===== src/rtl/wave_rom_sequencer.sv =====
// Phase-accumulator waveform sequencer: walks an external synchronous ROM and
// streams samples to a DAC in bursts of whole waveform periods or until stopped.
module wave_rom_sequencer #(
    parameter int                    ADDR_WIDTH  = 10,
    parameter int                    DATA_WIDTH  = 8,
    parameter int                    PHASE_WIDTH = 32,
    parameter logic [DATA_WIDTH-1:0] IDLE_LEVEL  = 8'h80
) (
    input  logic                   clk,
    input  logic                   rst,
    input  logic                   start,
    input  logic                   stop,
    input  logic [PHASE_WIDTH-1:0] ftw_in,
    input  logic                   ftw_load,
    input  logic [ADDR_WIDTH-1:0]  phase_off,
    input  logic [15:0]            periods,
    output logic [ADDR_WIDTH-1:0]  rom_addr,
    input  logic [DATA_WIDTH-1:0]  rom_data,
    output logic [DATA_WIDTH-1:0]  da_data,
    output logic                   da_valid,
    output logic                   busy,
    output logic                   done
);

    typedef enum logic [1:0] {
        IDLE  = 2'd0,
        RUN   = 2'd1,
        DRAIN = 2'd2
    } state_t;

    state_t                  state_r;
    logic [PHASE_WIDTH-1:0]  acc_r;
    logic [PHASE_WIDTH-1:0]  ftw_r;
    logic [15:0]             per_cnt_r;
    logic [15:0]             periods_r;
    logic                    drain_cnt_r;
    logic [ADDR_WIDTH-1:0]   addr_hold_r;
    logic                    addr_vld_d1_r;
    logic                    da_valid_r;
    logic [DATA_WIDTH-1:0]   da_data_r;
    logic                    done_r;

    logic [PHASE_WIDTH:0]    acc_sum_s;
    logic                    carry_s;
    logic [ADDR_WIDTH-1:0]   run_addr_s;
    logic [15:0]             per_cnt_next_s;
    logic                    burst_end_s;

    // Accumulator step, period counting and burst-termination decision.
    always_comb begin
        acc_sum_s  = {1'b0, acc_r} + {1'b0, ftw_r};
        carry_s    = acc_sum_s[PHASE_WIDTH];
        run_addr_s = acc_r[PHASE_WIDTH-1 -: ADDR_WIDTH] + phase_off;
        if (carry_s && (per_cnt_r != 16'hFFFF)) begin
            per_cnt_next_s = per_cnt_r + 16'd1;
        end else begin
            per_cnt_next_s = per_cnt_r;
        end
        burst_end_s = stop ||
                      ((periods_r != 16'd0) && carry_s && (per_cnt_next_s == periods_r));
    end

    // ROM address is live while running and frozen at the last issued value otherwise.
    always_comb begin
        if (state_r == RUN) begin
            rom_addr = run_addr_s;
        end else begin
            rom_addr = addr_hold_r;
        end
    end

    assign busy     = (state_r != IDLE);
    assign da_data  = da_data_r;
    assign da_valid = da_valid_r;
    assign done     = done_r;

    // Sequencer state, accumulator and the two-stage sample pipeline.
    always_ff @(posedge clk) begin
        if (rst) begin
            state_r       <= IDLE;
            acc_r         <= '0;
            ftw_r         <= '0;
            per_cnt_r     <= 16'd0;
            periods_r     <= 16'd0;
            drain_cnt_r   <= 1'b0;
            addr_hold_r   <= '0;
            addr_vld_d1_r <= 1'b0;
            da_valid_r    <= 1'b0;
            da_data_r     <= IDLE_LEVEL;
            done_r        <= 1'b0;
        end else begin
            if (ftw_load) begin
                ftw_r <= ftw_in;
            end
            done_r        <= 1'b0;
            addr_vld_d1_r <= (state_r == RUN);
            da_valid_r    <= addr_vld_d1_r;
            da_data_r     <= addr_vld_d1_r ? rom_data : IDLE_LEVEL;
            case (state_r)
                IDLE: begin
                    if (start && !stop) begin
                        state_r   <= RUN;
                        acc_r     <= '0;
                        per_cnt_r <= 16'd0;
                        periods_r <= periods;
                    end
                end
                RUN: begin
                    acc_r       <= acc_sum_s[PHASE_WIDTH-1:0];
                    per_cnt_r   <= per_cnt_next_s;
                    addr_hold_r <= run_addr_s;
                    if (burst_end_s) begin
                        state_r     <= DRAIN;
                        drain_cnt_r <= 1'b0;
                    end
                end
                DRAIN: begin
                    // done lands on the second drain cycle, alongside the final sample.
                    if (drain_cnt_r) begin
                        state_r <= IDLE;
                    end else begin
                        drain_cnt_r <= 1'b1;
                        done_r      <= 1'b1;
                    end
                end
                default: begin
                    state_r <= IDLE;
                end
            endcase
        end
    end

endmodule


===== config.mk =====
export PLATFORM = sky130hd
export DESIGN_NAME = wave_rom_sequencer
export DESIGN_NICKNAME = d
export VERILOG_FILES = /design/src/rtl/wave_rom_sequencer.sv
export SDC_FILE = /design/constraint.sdc
export NUM_CORES = 1
export LEC_CHECK = 0
export ABC_AREA = 1
export ABC_CLOCK_PERIOD_IN_PS = 3250
export CAP_MARGIN = 5
export CORE_MARGIN = 5
export CORE_UTILIZATION = 39
export CTS_CLUSTER_DIAMETER = 80
export DETAILED_ROUTE_END_ITERATION = 8
export SETUP_SLACK_MARGIN = 0.5
export SYNTH_ARGS = -nofsm -noshare
export SYNTH_HDL_FRONTEND = slang
export SYNTH_SLANG_ARGS = --single-unit

===== constraint.sdc =====
create_clock -name clk -period 3.25 [get_ports clk]
set_input_delay 0.4875 -clock clk [delete_from_list [all_inputs] [get_ports clk]]
set_output_delay 0.4875 -clock clk [all_outputs]
set_load 0.005 [all_outputs]

# Yosys cells after proc, flatten, opt, wreduce, memory -nomap -nowiden
# Index checks and enable logic that the tools add are counted.
# totals
output_inout_bits	21
wordCells	53
register_bits	120
in_bits	71
# classes
n_eq_ne	7
reduce_logical	17
bitwise_logic	2
n_addsub	3
muxes	13
# op_table
operator	n
32-bit one-hot mux with 2 select lines	1
32-bit by 32-bit adder with 33-bit output	1
16-bit two-way mux	2
32-bit two-way mux	1
16-bit one-hot mux with 2 select lines	1
16-bit by 1-bit adder with 16-bit output, second input constant	1
16-bit == test	1
16-bit != test, second input constant	1
16-bit nonzero test	1
10-bit adder	1
10-bit two-way mux	1
2-bit two-way mux	3
2-bit != test, second input constant	3
2-bit one-hot mux with 3 select lines	1
2-bit AND reduction	3
2-bit nonzero test	3
1-bit logical AND	4
2-bit OR reduction	2
3-bit AND reduction	1
2-bit by 1-bit == test with 1-bit output, second input constant	1
2-bit == test, second input constant	1
2-bit zero test	1
1-bit two-way mux	2
1-bit NOT	2
other kinds (3)	3

# Logic depth before layout (Yosys ltp)
# logic_depth
depth_word	8
mapped_depth	26
mapped_depth_nobuf	25

# Worst setup path after synthesis
# Ideal clock, no wire load.
# synth_timing
kind	in2out
startpoint	in phase_off[0]
endpoint	out rom_addr[8]
stages	13
required_ps	2762
t_arrival_ps	2193
n_path_buf	0
setup_slack_ps	570
path_cell_list	ha_1 inv_1 fa_1 o31ai_1 inv_1 nor2_1 o21ai_0 nand2_1 a21oi_1 o21ai_0 xor2_1 nand2_1 nand2_1
# synth_via
elab_chain_len	2
# synth_rtl
element	line_no	text
start: declaration	15	input logic [ADDR_WIDTH-1:0] phase_off,
10-bit adder	53	run_addr_s = acc_r[PHASE_WIDTH-1 -: ADDR_WIDTH] + phase_off;
10-bit two-way mux	65	if (state_r == RUN) begin
end: declaration	17	output logic [ADDR_WIDTH-1:0] rom_addr,
# Every way passes these cells.

# Final worst setup path
# layout_timing
startpoint	reg acc_r[22]
endpoint	out rom_addr[9]
# layout_via
elab_chain_len	2
# layout_rtl
element	line_no	text
start: declaration	32	logic [PHASE_WIDTH-1:0] acc_r;
start signal: assignment	109	acc_r <= acc_sum_s[PHASE_WIDTH-1:0];
10-bit adder	53	
10-bit two-way mux	65	
# Every way passes these cells.

==> impl_metrics.env <==
export IMPL_drive_gt1_share_pct=19.1
export IMPL_holdWs_ns=0.463
export IMPL_clk_pin_slew_worst_paths_ns=0.05
export IMPL_max_freq_ghz=0.330
export IMPL_vdd_ir_drop_max_v=0.000372
export IMPL_comb_power_share_pct=14.6
export IMPL_swShare_pct=25.4
export IMPL_syn_nets=1180
export IMPL_setup_violations_final=0
export IMPL_dpl_cell_area_um2=8330
export IMPL_wl_per_cell_um=14.0
export IMPL_synth_compound_area_share_pct=16.1
export IMPL_async_flop_share_pct=0
export IMPL_grt_use_total_pct=18.8
export IMPL_synth_xor_area_share_pct=1.48
export IMPL_synth_simple_area_share_pct=32.4
export IMPL_dieHeight_um=145
export IMPL_grt_max_degree=45
export IMPL_std_cell_rows=49
export IMPL_cpMostUsedCell="nand2_1"
export IMPL_setup_ws_ns=0.219
export IMPL_grt_pass1_vias=6986
export IMPL_area_delta_synth_final_pct=37.0
export IMPL_synth_warnings=0
export IMPL_whs_path_depth=2
export IMPL_final_core_util_pct=54.2
export IMPL_wl_um=20400
export IMPL_worst_path_max_delay_cell="dfxtp_4"
export IMPL_dp_cells=1377
export IMPL_port_buffers=91
export IMPL_postSynthAreaPerCell_um2=6.68
export IMPL_clk_latency_ns=0.42
export IMPL_drt_drc_violations_left=0
export IMPL_synth_area_leaders="dfxtp_1, nand2_1, nor2_1"
export IMPL_p_int_mw=2.96
export IMPL_grt_first_pass_wirelength_um=33200
export IMPL_cts_tree="done"
export IMPL_grt_overflow=0
export IMPL_period_needed_ns=3.03
export IMPL_power_frac_seq_pct=39.8
export IMPL_fin_worst_skew_ns=0.00857
export IMPL_io_pins=92
export IMPL_end_kind="output pin"
export IMPL_drv_slew=0
export IMPL_routabilityCongestion=0.877
export IMPL_antenna_found_initial=0
export IMPL_viasPerCell=4.99
export IMPL_antenna_cells=0
export IMPL_crit_chain="ha_4, buf_6, buf_6, a21oi_4, nor2_2, nor2_1, nor2_1, nor2_1, o21bai_1, nand2_1, nand2_1, a21oi_2, o21ai_1, nand2_1, a21o_1, nand3_1, nand2_1, inv_1, buf_2"
export IMPL_p_per_area_nw_per_um2=408
export IMPL_cts_inserted_buffers=17
export IMPL_cp_top_family="simple AND/OR/NAND/NOR gates"
export IMPL_critPathMaxStageDelay_ns=0.36
export IMPL_syn_area_um2=7110
export IMPL_tightest_slew_ns=0.630
export IMPL_ys_seq_area_share_pct=33.8
export IMPL_path_class="reg -> out"
export IMPL_vias=7237
export IMPL_drt_pass1_iterations=5
export IMPL_cp_required_ns=2.76
export IMPL_hold_viol_final=0
export IMPL_synthFlopType="dfxtp_1"
export IMPL_hpwl_um=14100
export IMPL_status="completed"
export IMPL_worstSetupStartpointType="register"
export IMPL_r2r_slack_ns=0.26
export IMPL_synthDistinctLibCells=45
export IMPL_final_cell_mix="nand2_1, nor2_1, dfxtp_1"
export IMPL_muxShareOfSynthArea_pct=0
export IMPL_tns_ns=0
export IMPL_final_cells=1451
export IMPL_path_buf_inv=4
export IMPL_rsz0062_at_grt="true"
export IMPL_die_area_um2=21000
export IMPL_cp_depth=19
export IMPL_nNetsFinal=1326
export IMPL_min_period_over_period_pct=93.3
export IMPL_crit_fanout=2
export IMPL_start_util_pct=39.6
export IMPL_design_area_um2=9740
export IMPL_critPathArrivalTime_ns=2.54
export IMPL_total_power_mw=3.97
export IMPL_synth_top_area_share_pct=33.8
export IMPL_ant_nets=0
export IMPL_final_common_cell="nand2_1"
export IMPL_drv_cap=0
export IMPL_pre_cts_slack_ns=-0.522
export IMPL_core_um2=18000
export IMPL_ys_ff_latch=120
export IMPL_die_w_um=145
export IMPL_ff2ff_path_depth=26
export IMPL_hold_path_class="reg -> reg"
export IMPL_synth_edff_count=0
export IMPL_cts_root_buffer="clkbuf_16"
export IMPL_clkSinkCount=120
export IMPL_drt_iter0_drc=380
export IMPL_ctsHoldBuffers=0
export IMPL_yosys_area_top_type="dfxtp_1"
export IMPL_p_leak_nw=4.32
export IMPL_htree_levels=4
export IMPL_synth_cells=1065
export IMPL_synth_top_family_by_area="simple AND/OR/NAND/NOR gates"
export IMPL_synth_adder_area_share_pct=7.95
export IMPL_netSwitchingPower_mw=1.01
export IMPL_slew_headroom_pct=58.0
export IMPL_clk_path_buf_depth=2
export IMPL_clockPowerShare_pct=45.5
-- tightest hold or removal path: cells and delay by family (launching register included) --
kind	cells	cell delay (ns)
flops	1	0.30
simple gates	1	0.06
compound gates	1	0.06
-- synth_stat cells, types with 2 or more instances --
library cell / instances
a21o_1: 3
a21oi_1: 76
a21oi_2: 2
a221oi_1: 3
a31oi_1: 7
a32o_1: 8
buf_1: 2
buf_4: 2
clkbuf_1: 23
clkinv_1: 2
dfxtp_1: 120
fa_1: 2
ha_1: 42
inv_1: 112
inv_2: 2
nand2_1: 254
nand2_2: 11
nand3_1: 62
nand3_2: 11
nand3b_1: 2
nand4_1: 4
nor2_1: 157
nor2_2: 3
nor3_1: 8
nor4_1: 5
o21ai_0: 91
o21bai_1: 5
o22ai_1: 3
o31ai_1: 4
or2_2: 14
xnor2_1: 2
xor2_1: 10
-- registers in the layout, summed over array words and instances, names as in the netlist, 2 cells and up --
name         flops
state_r          2
acc_r           32
per_cnt_r       16
da_data          8
periods_r       16
ftw_r           32
addr_hold_r     10
-- per-layer routing --
metal / part of all wire [%] / GRT usage (%) / vias up
met2: 47 / 31.1 / 131
li1: - / - / 3779
met5: 0 / 0 / -
met1: 47 / 24.3 / 3295
met3: 3.7 / 4.33 / 32
met4: 2.2 / 6.26 / 0
-- logic make-up after synthesis --
family | count (synthesis)
AND/OR/NAND/NOR | 537
AO/OA/AOI/OAI | 206
buffers and inverters | 146
flip-flops | 120
adder cells (fa/ha/maj) | 44
XOR/XNOR | 12
-- power groups by stage --
| stage | Combinational, mW | Clock (mW) | Sequential [mW] |
|---|---|---|---|
| floorplan | 0.301 | 0 | 1.59 |
| global placement | 0.510 | 0 | 1.61 |
| detailed placement | 0.513 | 0 | 1.61 |
| CTS | 0.550 | 1.85 | 1.58 |
| global route | 0.650 | 1.92 | 1.59 |
| finish | 0.581 | 1.81 | 1.58 |
-- timing repair --
item                                    CTS  global route
cloned                                    2             1
pin swaps                                45            42
endpoints found under the setup margin   15            19
hold endpoints to repair                  0             0
gates resized for setup                  83            81
setup buffers                            33             8
-- layout make-up --
cell class / instances / area (um^2)
Clock inverter: 9 / 101
Inverter: 116 / 439
Clock buffer: 21 / 460
Tap cell: 229 / 287
Sequential cell: 120 / 2410
Multi-Input combinational cell: 800 / 4540
Timing Repair Buffer: 156 / 1500
Fill cell: 1727 / 8220
-- final timing paths --
kind,endpoint,from
setup / recovery,rom_addr[9],acc_r[22]
hold / removal,drain_cnt_r,drain_cnt_r
setup reg to reg,addr_hold_r[9],acc_r[22]
hold reg to reg,drain_cnt_r,drain_cnt_r
No activity file was read; power rests on OpenSTA's default activity.
